## src/rtl/down_counter_pkg.sv

```systemverilog
`default_nettype none
// ============================================================================
// Module   : down_counter_pkg
// Purpose  : Shared state encoding and default width for the down counter.
// Revision : 1.0 - initial release
// ============================================================================
package down_counter_pkg;

    localparam int c_WIDTH_DEFAULT = 7;

    typedef enum logic [1:0] {
        IDLE  = 2'd0,
        RUN   = 2'd1,
        PAUSE = 2'd2
    } state_t;

endpackage : down_counter_pkg
`default_nettype wire

```

## src/rtl/down_counter_if.sv

```systemverilog
`default_nettype none
// ============================================================================
// Module   : down_counter_if
// Purpose  : Control and status bundle of the down counter.
// Revision : 1.0 - initial release
// ============================================================================
interface down_counter_if #(
    parameter int WIDTH = down_counter_pkg::c_WIDTH_DEFAULT
);
    logic             i_load;
    logic [WIDTH-1:0] i_load_value;
    logic             i_start;
    logic             i_pause;
    logic             i_auto_reload;
    logic [WIDTH-1:0] o_value;
    logic             o_busy;
    logic             o_done;
    logic [WIDTH-1:0] o_reload_cnt;

    modport master (
        output i_load, i_load_value, i_start, i_pause, i_auto_reload,
        input  o_value, o_busy, o_done, o_reload_cnt
    );

    modport slave (
        input  i_load, i_load_value, i_start, i_pause, i_auto_reload,
        output o_value, o_busy, o_done, o_reload_cnt
    );
endinterface : down_counter_if
`default_nettype wire

```

## src/rtl/down_counter.sv

```systemverilog
`default_nettype none
// ============================================================================
// Module   : down_counter
// Purpose  : Loadable down counter with start, pause and auto-reload.
// Revision : 1.0 - initial release
// ============================================================================
module down_counter
    import down_counter_pkg::*;
#(
    parameter int WIDTH = c_WIDTH_DEFAULT
) (
    input  wire logic   i_clock,
    input  wire logic   i_reset_sync,
    down_counter_if.slave bus
);

    state_t           r_state,  w_state_nxt;
    logic [WIDTH-1:0] r_value,  w_value_nxt;
    logic [WIDTH-1:0] r_reload, w_reload_nxt;
    logic [WIDTH-1:0] r_rcnt,   w_rcnt_nxt;
    logic             r_done,   w_done_nxt;

    always_comb begin
        w_state_nxt  = r_state;
        w_value_nxt  = r_value;
        w_reload_nxt = r_reload;
        w_rcnt_nxt   = r_rcnt;
        w_done_nxt   = 1'b0;

        if (bus.i_load) begin
            w_reload_nxt = bus.i_load_value;
            w_value_nxt  = bus.i_load_value;
            w_rcnt_nxt   = '0;
            if (r_state != IDLE) begin
                w_state_nxt = (bus.i_load_value != '0) ? RUN : IDLE;
            end
        end else if (bus.i_pause) begin
            if (r_state == RUN) begin
                w_state_nxt = PAUSE;
            end
        end else begin
            case (r_state)
                IDLE: begin
                    if (bus.i_start) begin
                        if (r_value != '0) begin
                            w_state_nxt = RUN;
                        end else begin
                            w_done_nxt = 1'b1;
                        end
                    end
                end
                // Leaving PAUSE decrements in the same cycle, so it shares RUN's path.
                RUN, PAUSE: begin
                    w_state_nxt = RUN;
                    if (r_value == WIDTH'(1)) begin
                        w_done_nxt = 1'b1;
                        if (bus.i_auto_reload) begin
                            w_value_nxt = r_reload;
                            w_rcnt_nxt  = r_rcnt + WIDTH'(1);
                        end else begin
                            w_value_nxt = '0;
                            w_state_nxt = IDLE;
                        end
                    end else if (r_value == '0) begin
                        w_state_nxt = IDLE;
                    end else begin
                        w_value_nxt = r_value - WIDTH'(1);
                    end
                end
                default: w_state_nxt = IDLE;
            endcase
        end
    end

    always_ff @(posedge i_clock) begin
        if (i_reset_sync) begin
            r_state  <= IDLE;
            r_value  <= '0;
            r_reload <= '0;
            r_rcnt   <= '0;
            r_done   <= 1'b0;
        end else begin
            r_state  <= w_state_nxt;
            r_value  <= w_value_nxt;
            r_reload <= w_reload_nxt;
            r_rcnt   <= w_rcnt_nxt;
            r_done   <= w_done_nxt;
        end
    end

    assign bus.o_value      = r_value;
    assign bus.o_busy       = (r_state != IDLE);
    assign bus.o_done       = r_done;
    assign bus.o_reload_cnt = r_rcnt;

endmodule : down_counter
`default_nettype wire
```

## src/flat_wrapper.sv

```systemverilog
// flat-port wrapper written by rule: the top's interface ports become plain ports
module down_counter_flat import down_counter_pkg::*;
#(
    parameter int WIDTH = c_WIDTH_DEFAULT
)
  (i_clock, i_reset_sync, bus_i_load, bus_i_load_value, bus_i_start, bus_i_pause, bus_i_auto_reload, bus_o_value, bus_o_busy, bus_o_done, bus_o_reload_cnt);
  down_counter_if #(.WIDTH(WIDTH)) bus_i ();
  input  wire logic i_clock;
  input  wire logic i_reset_sync;
  input wire logic [$bits(bus_i.i_load)-1:0] bus_i_load;
  input wire logic [$bits(bus_i.i_load_value)-1:0] bus_i_load_value;
  input wire logic [$bits(bus_i.i_start)-1:0] bus_i_start;
  input wire logic [$bits(bus_i.i_pause)-1:0] bus_i_pause;
  input wire logic [$bits(bus_i.i_auto_reload)-1:0] bus_i_auto_reload;
  output wire logic [$bits(bus_i.o_value)-1:0] bus_o_value;
  output wire logic [$bits(bus_i.o_busy)-1:0] bus_o_busy;
  output wire logic [$bits(bus_i.o_done)-1:0] bus_o_done;
  output wire logic [$bits(bus_i.o_reload_cnt)-1:0] bus_o_reload_cnt;
  assign bus_i.i_load = bus_i_load;
  assign bus_i.i_load_value = bus_i_load_value;
  assign bus_i.i_start = bus_i_start;
  assign bus_i.i_pause = bus_i_pause;
  assign bus_i.i_auto_reload = bus_i_auto_reload;
  assign bus_o_value = bus_i.o_value;
  assign bus_o_busy = bus_i.o_busy;
  assign bus_o_done = bus_i.o_done;
  assign bus_o_reload_cnt = bus_i.o_reload_cnt;
  down_counter #(.WIDTH(WIDTH)) u_core (.i_clock(i_clock), .i_reset_sync(i_reset_sync), .bus(bus_i));
endmodule
```

## config.mk

```make
export PLATFORM = sky130hd
export DESIGN_NAME = down_counter_flat
export DESIGN_NICKNAME = d
export VERILOG_FILES = /design/src/rtl/down_counter_pkg.sv /design/src/rtl/down_counter_if.sv /design/src/rtl/down_counter.sv /design/src/flat_wrapper.sv
export SDC_FILE = /design/constraint.sdc
export NUM_CORES = 1
export LEC_CHECK = 0
export CAP_MARGIN = 20
export CORE_MARGIN = 2
export CORE_UTILIZATION = 45
export CTS_CLUSTER_DIAMETER = 200
export DETAILED_ROUTE_END_ITERATION = 6
export GPL_ROUTABILITY_DRIVEN = 0
export PLACE_DENSITY = 0.78
export SETUP_SLACK_MARGIN = 0.05
export SYNTH_ARGS = -nofsm -noshare
export SYNTH_HDL_FRONTEND = slang
export SYNTH_SLANG_ARGS = --single-unit
```

## constraint.sdc

```tcl
create_clock -name i_clock -period 1.9 [get_ports i_clock]
set_clock_uncertainty 0.05 [all_clocks]
set_input_delay 0.475 -clock i_clock [delete_from_list [all_inputs] [get_ports i_clock]]
set_output_delay 0.475 -clock i_clock [all_outputs]
set_load 0.005 [all_outputs]
```

==> out/results.tsv, run 1 <==
stage	metric	value	unit
logic_synthesis	Seq cells post-synth	24	
global_routing	grt met3 use	3.68	%
hold_path	Hold Crit Class	reg2reg	
global_routing	GR peak layer	met2	
clocking	Worst-Skew Late Latency	0.33	ns
power_and_ir_drop	Sw Share	29.7	%
sta	final hold vios	0	
clocking	clk sinks	24	
power_and_ir_drop	Sequential Power Share	40.3	%
route	Final ANT Viol Nets	0	
route	initial drt markers	65	
power_and_ir_drop	Comb power frac	31.7	%
clocking	Clock Tree Buf Depth	2	
final_layout	commonest non-fill, non-tap cell in the layout	buf_4	
critical_path	worst-path fanout max	4	
clocking	CTS Hold Bufs	0	
route	DR WL/cell	16.1	µm
die	Die H	59.7	µm
clocking	root buffer cell	clkbuf_4	
power_and_ir_drop	Power Density	676	nW/µm²
final_layout	area taken by flip-flops and latches	494	µm²
route	Via density	5.98	
logic_synthesis	largest area contributor in the netlist	dfxtp_1	
logic_synthesis	ys async rst share	0	%
power_and_ir_drop	internal power	0.000968	W
sta	max frequency	0.538	GHz
logic_synthesis	Post-Synthesis Cells	173	
final_layout	FILL cells	266	
logic_synthesis	prevailing post-synth register cell	dfxtp_1	
logic_synthesis	post-synth top area share	34.4	%
logic_synthesis	Syn Std Cell Area	1400	µm²
sta	RSZ-0062 raised after global routing	true	
critical_path	CP startpoint kind	flip-flop	
final_layout	Multi-input gate area	886	µm²
final_layout	Area Growth Syn to Fin	45.6	%
critical_path	CP Cell Sequence	buf_4 > clkdlybuf4s50_1	
route	Routed WL	4.16	mm
global_routing	met2 Track Usage GR	39.9	%
sta	Slew HR	78.1	%
sta	fin worst setup slack	0.0404	ns
critical_path	arrival time at the worst endpoint	1.33	ns
die	full die area	3570	µm²
critical_path	critical path required time	1.37	ns
clocking	CTS tree	built	
logic_synthesis	YS warnings	0	
die	Die X	59.7	µm
die	Cell Rows	20	
sta	min Tclk post-route	1.86	ns
critical_path	Critical-path top delay cell	clkdlybuf4s50_1	
critical_path	CP Class	reg2out	
clocking	CTS Buf Count	3	
die	Initial Utilization	46.5	%
global_routing	met1 global-route usage	29.4	%
route	Residual DRC	0	
power_and_ir_drop	part of the power in the clock network	28.0	%
final_layout	layout cell share with drive strength beyond 1	25.2	%
critical_path	CP Capture Type	output port	
logic_synthesis	Yosys cell types	47	
clocking	number of H-tree levels	1	
sta	Final Max Slew Viols	0	
die	Core ar.	3000	µm²
clocking	Clk pin slew, worst setup/hold paths	0.15	ns
flow_run	maxcap violations	0	
global_routing	total grt overflow	0	
logic_synthesis	top cells by area, synth	dfxtp_1 (34%), a21oi_1 (5.7%), ha_1 (5.4%), mux2i_1 (4.3%), nand2_1 (3.8%)	
power_and_ir_drop	Static Leak	0.856	nW
placement	Placement Setup Slack	-0.212	ns
logic_synthesis	Net Count, Synth	192	
power_and_ir_drop	NetSw	0.000408	W
logic_synthesis	sequential fraction of the synthesis area	34.4	%
logic_synthesis	post-synthesis area per instance	8.08	µm²
sta	setup violation total in the final timing report	0	
critical_path	CP max stage delay	0.50	ns
route	vias post-DR	1550	
global_routing	number of global-route vias before repair	1506	
global_routing	first-pass GRT wire length	6.60	mm
global_routing	initial antenna violation count	0	
placement	dpl hpwl	2.88	mm
power_and_ir_drop	Peak supply drop	0.353	mV
die	IO Pins	29	
global_routing	largest net degree at the start of global routing	18	
route	1st-pass router iterations	4	
final_layout	Layout Nets	246	
global_routing	gr usage total	24.1	%
status	status	finished clean	
sta	setup_tns	0	ns
sta	Slew @ Worst Pin	0.326	ns
final_layout	diodes inserted	0	
sta	period utilization	97.9	%
final_layout	most frequent cells in the layout	buf_4 (28), clkdlybuf4s50_1 (23), a21oi_1 (16)	
logic_synthesis	EDFF count, synth	0	
placement	Port Buffers	28	
-- registers in the layout (all words and copies together) (netlist names) --
name                     cells
u_core.bus.o_done            1
u_core.bus.o_reload_cnt      7
u_core.r_state               2
u_core.bus.o_value           7
u_core.r_reload              7
-- kinds of logic after synthesis --
logic type / after synthesis / synth area share [%]
simple gates: 65 / 24.4
flops: 24 / 34.4
mux: 7 / 5.10
fa+ha+maj: 6 / 5.37
xor+xnor: 3 / 1.88
compound gates: 48 / 23.4
buf+inv: 20 / 5.46
-- cell usage after synthesis (2+ instances only) --
master    instances
o22ai_1           3
a311oi_1          2
a21oi_1          16
nor3_1            5
nor2b_1           4
a221oi_1          2
nand4_1           3
nand2b_1          3
o21ai_0           8
and2_1            3
nand3_1           6
nor2_1           13
mux2i_1           6
a32oi_1           2
clkbuf_1          7
nor4_1            2
inv_1            12
ha_1              6
nand2_1          14
xor2_1            2
and3_1            2
or3_1             4
dfxtp_1          24
-- area by class of cell --
type / instances / area share (%)
Multi-Input combinational cell: 129 / 43.5
Timing Repair Buffer: 57 / 25.3
Sequential cell: 24 / 24.3
Inverter: 12 / 2.21
Tap cell: 33 / 2.03
Clock inverter: 1 / 1.48
Clock buffer: 3 / 1.11
-- path summary, 6_finish.rpt --
path | endpoint | cells past startpoint | slack, ns | start
setup / recovery | bus_o_value[1] | 2 | 0.04 | u_core.bus.o_value[1]$_SDFFE_PP0P_
hold / removal | u_core.r_reload[0]$_SDFFE_PP0P_ | 2 | 0.42 | u_core.r_reload[0]$_SDFFE_PP0P_
setup reg to reg | u_core.bus.o_value[1]$_SDFFE_PP0P_ | 4 | 0.07 | u_core.bus.o_value[5]$_SDFFE_PP0P_
hold reg to reg | u_core.r_reload[0]$_SDFFE_PP0P_ | 2 | 0.42 | u_core.r_reload[0]$_SDFFE_PP0P_
-- through the flow --
| stage | instances | hold slack [ns] | total power (W) | util [%] | area [µm²] |
|---|---|---|---|---|---|
| 3_3_place_gp | 251 | 0.396 | 0.000934 | 62.9 | 1890 |
| 2_1_floorplan | 173 | 0.387 | 0.000764 | - | 1400 |
| 3_5_place_dp | 251 | 0.403 | 0.000947 | 62.9 | 1890 |
| 5_1_grt | 259 | 0.446 | 0.00143 | 67.8 | 2030 |
| 6_report | 259 | 0.423 | 0.00138 | 67.8 | 2030 |
| 4_1_cts | 259 | 0.423 | 0.00135 | 66.2 | 1990 |
-- layer usage --
metal,vias to the layer above,wire (µm),part of all wire (%)
met1,722,1640,39
met5,-,0,0
met3,14,306,7.4
met2,73,2090,50
li1,741,-,-
met4,0,123,3.0
-- worst max-delay path, delay by kind of cell (launching register included) --
family	cells	cell delay (ns)
flip-flops	1	0.37
buffers and inverters	2	0.64
-- power by group through the flow --
stage / combinational [W] / clock (W) / sequential (W)
after floorplan: 0.000199 / 0 / 0.000565
after global placement: 0.000373 / 0 / 0.000561
final: 0.000436 / 0.000385 / 0.000554
after CTS: 0.000411 / 0.000383 / 0.000553
after global routing: 0.000473 / 0.000403 / 0.000557
after detailed placement: 0.000384 / 0 / 0.000563
-- what timing repair did --
action	in CTS	in global routing
cloned	0	0
gates resized for setup	11	15
buffers inserted	4	0
endpoints found under the setup margin	10	19
pin swaps	1	0
Power figures use the tool's default switching activity.
==> run 2: changes to the inputs <==
--- a/config.mk
+++ b/config.mk
@@ -9,6 +9,7 @@
 export CORE_MARGIN = 2
 export CORE_UTILIZATION = 45
 export CTS_CLUSTER_DIAMETER = 200
+export CTS_CLUSTER_SIZE = 16
 export DETAILED_ROUTE_END_ITERATION = 6
 export GPL_ROUTABILITY_DRIVEN = 0
 export PLACE_DENSITY = 0.78
==> results of run 2 <==
Same layout as run 1: the final DEF is identical, and so are final timing and power.
==> run 3: changes to the inputs <==
--- a/config.mk
+++ b/config.mk
@@ -5,7 +5,7 @@
 export SDC_FILE = /design/constraint.sdc
 export NUM_CORES = 1
 export LEC_CHECK = 0
-export CAP_MARGIN = 20
+export CAP_MARGIN = 10
 export CORE_MARGIN = 2
 export CORE_UTILIZATION = 45
 export CTS_CLUSTER_DIAMETER = 200
@@ -14,6 +14,7 @@
 export GPL_ROUTABILITY_DRIVEN = 0
 export PLACE_DENSITY = 0.78
 export SETUP_SLACK_MARGIN = 0.05
+export SLEW_MARGIN = 10
 export SYNTH_ARGS = -nofsm -noshare
 export SYNTH_HDL_FRONTEND = slang
 export SYNTH_SLANG_ARGS = --single-unit
==> results of run 3 <==
Same layout as run 1: the final DEF is identical, and so are final timing and power.
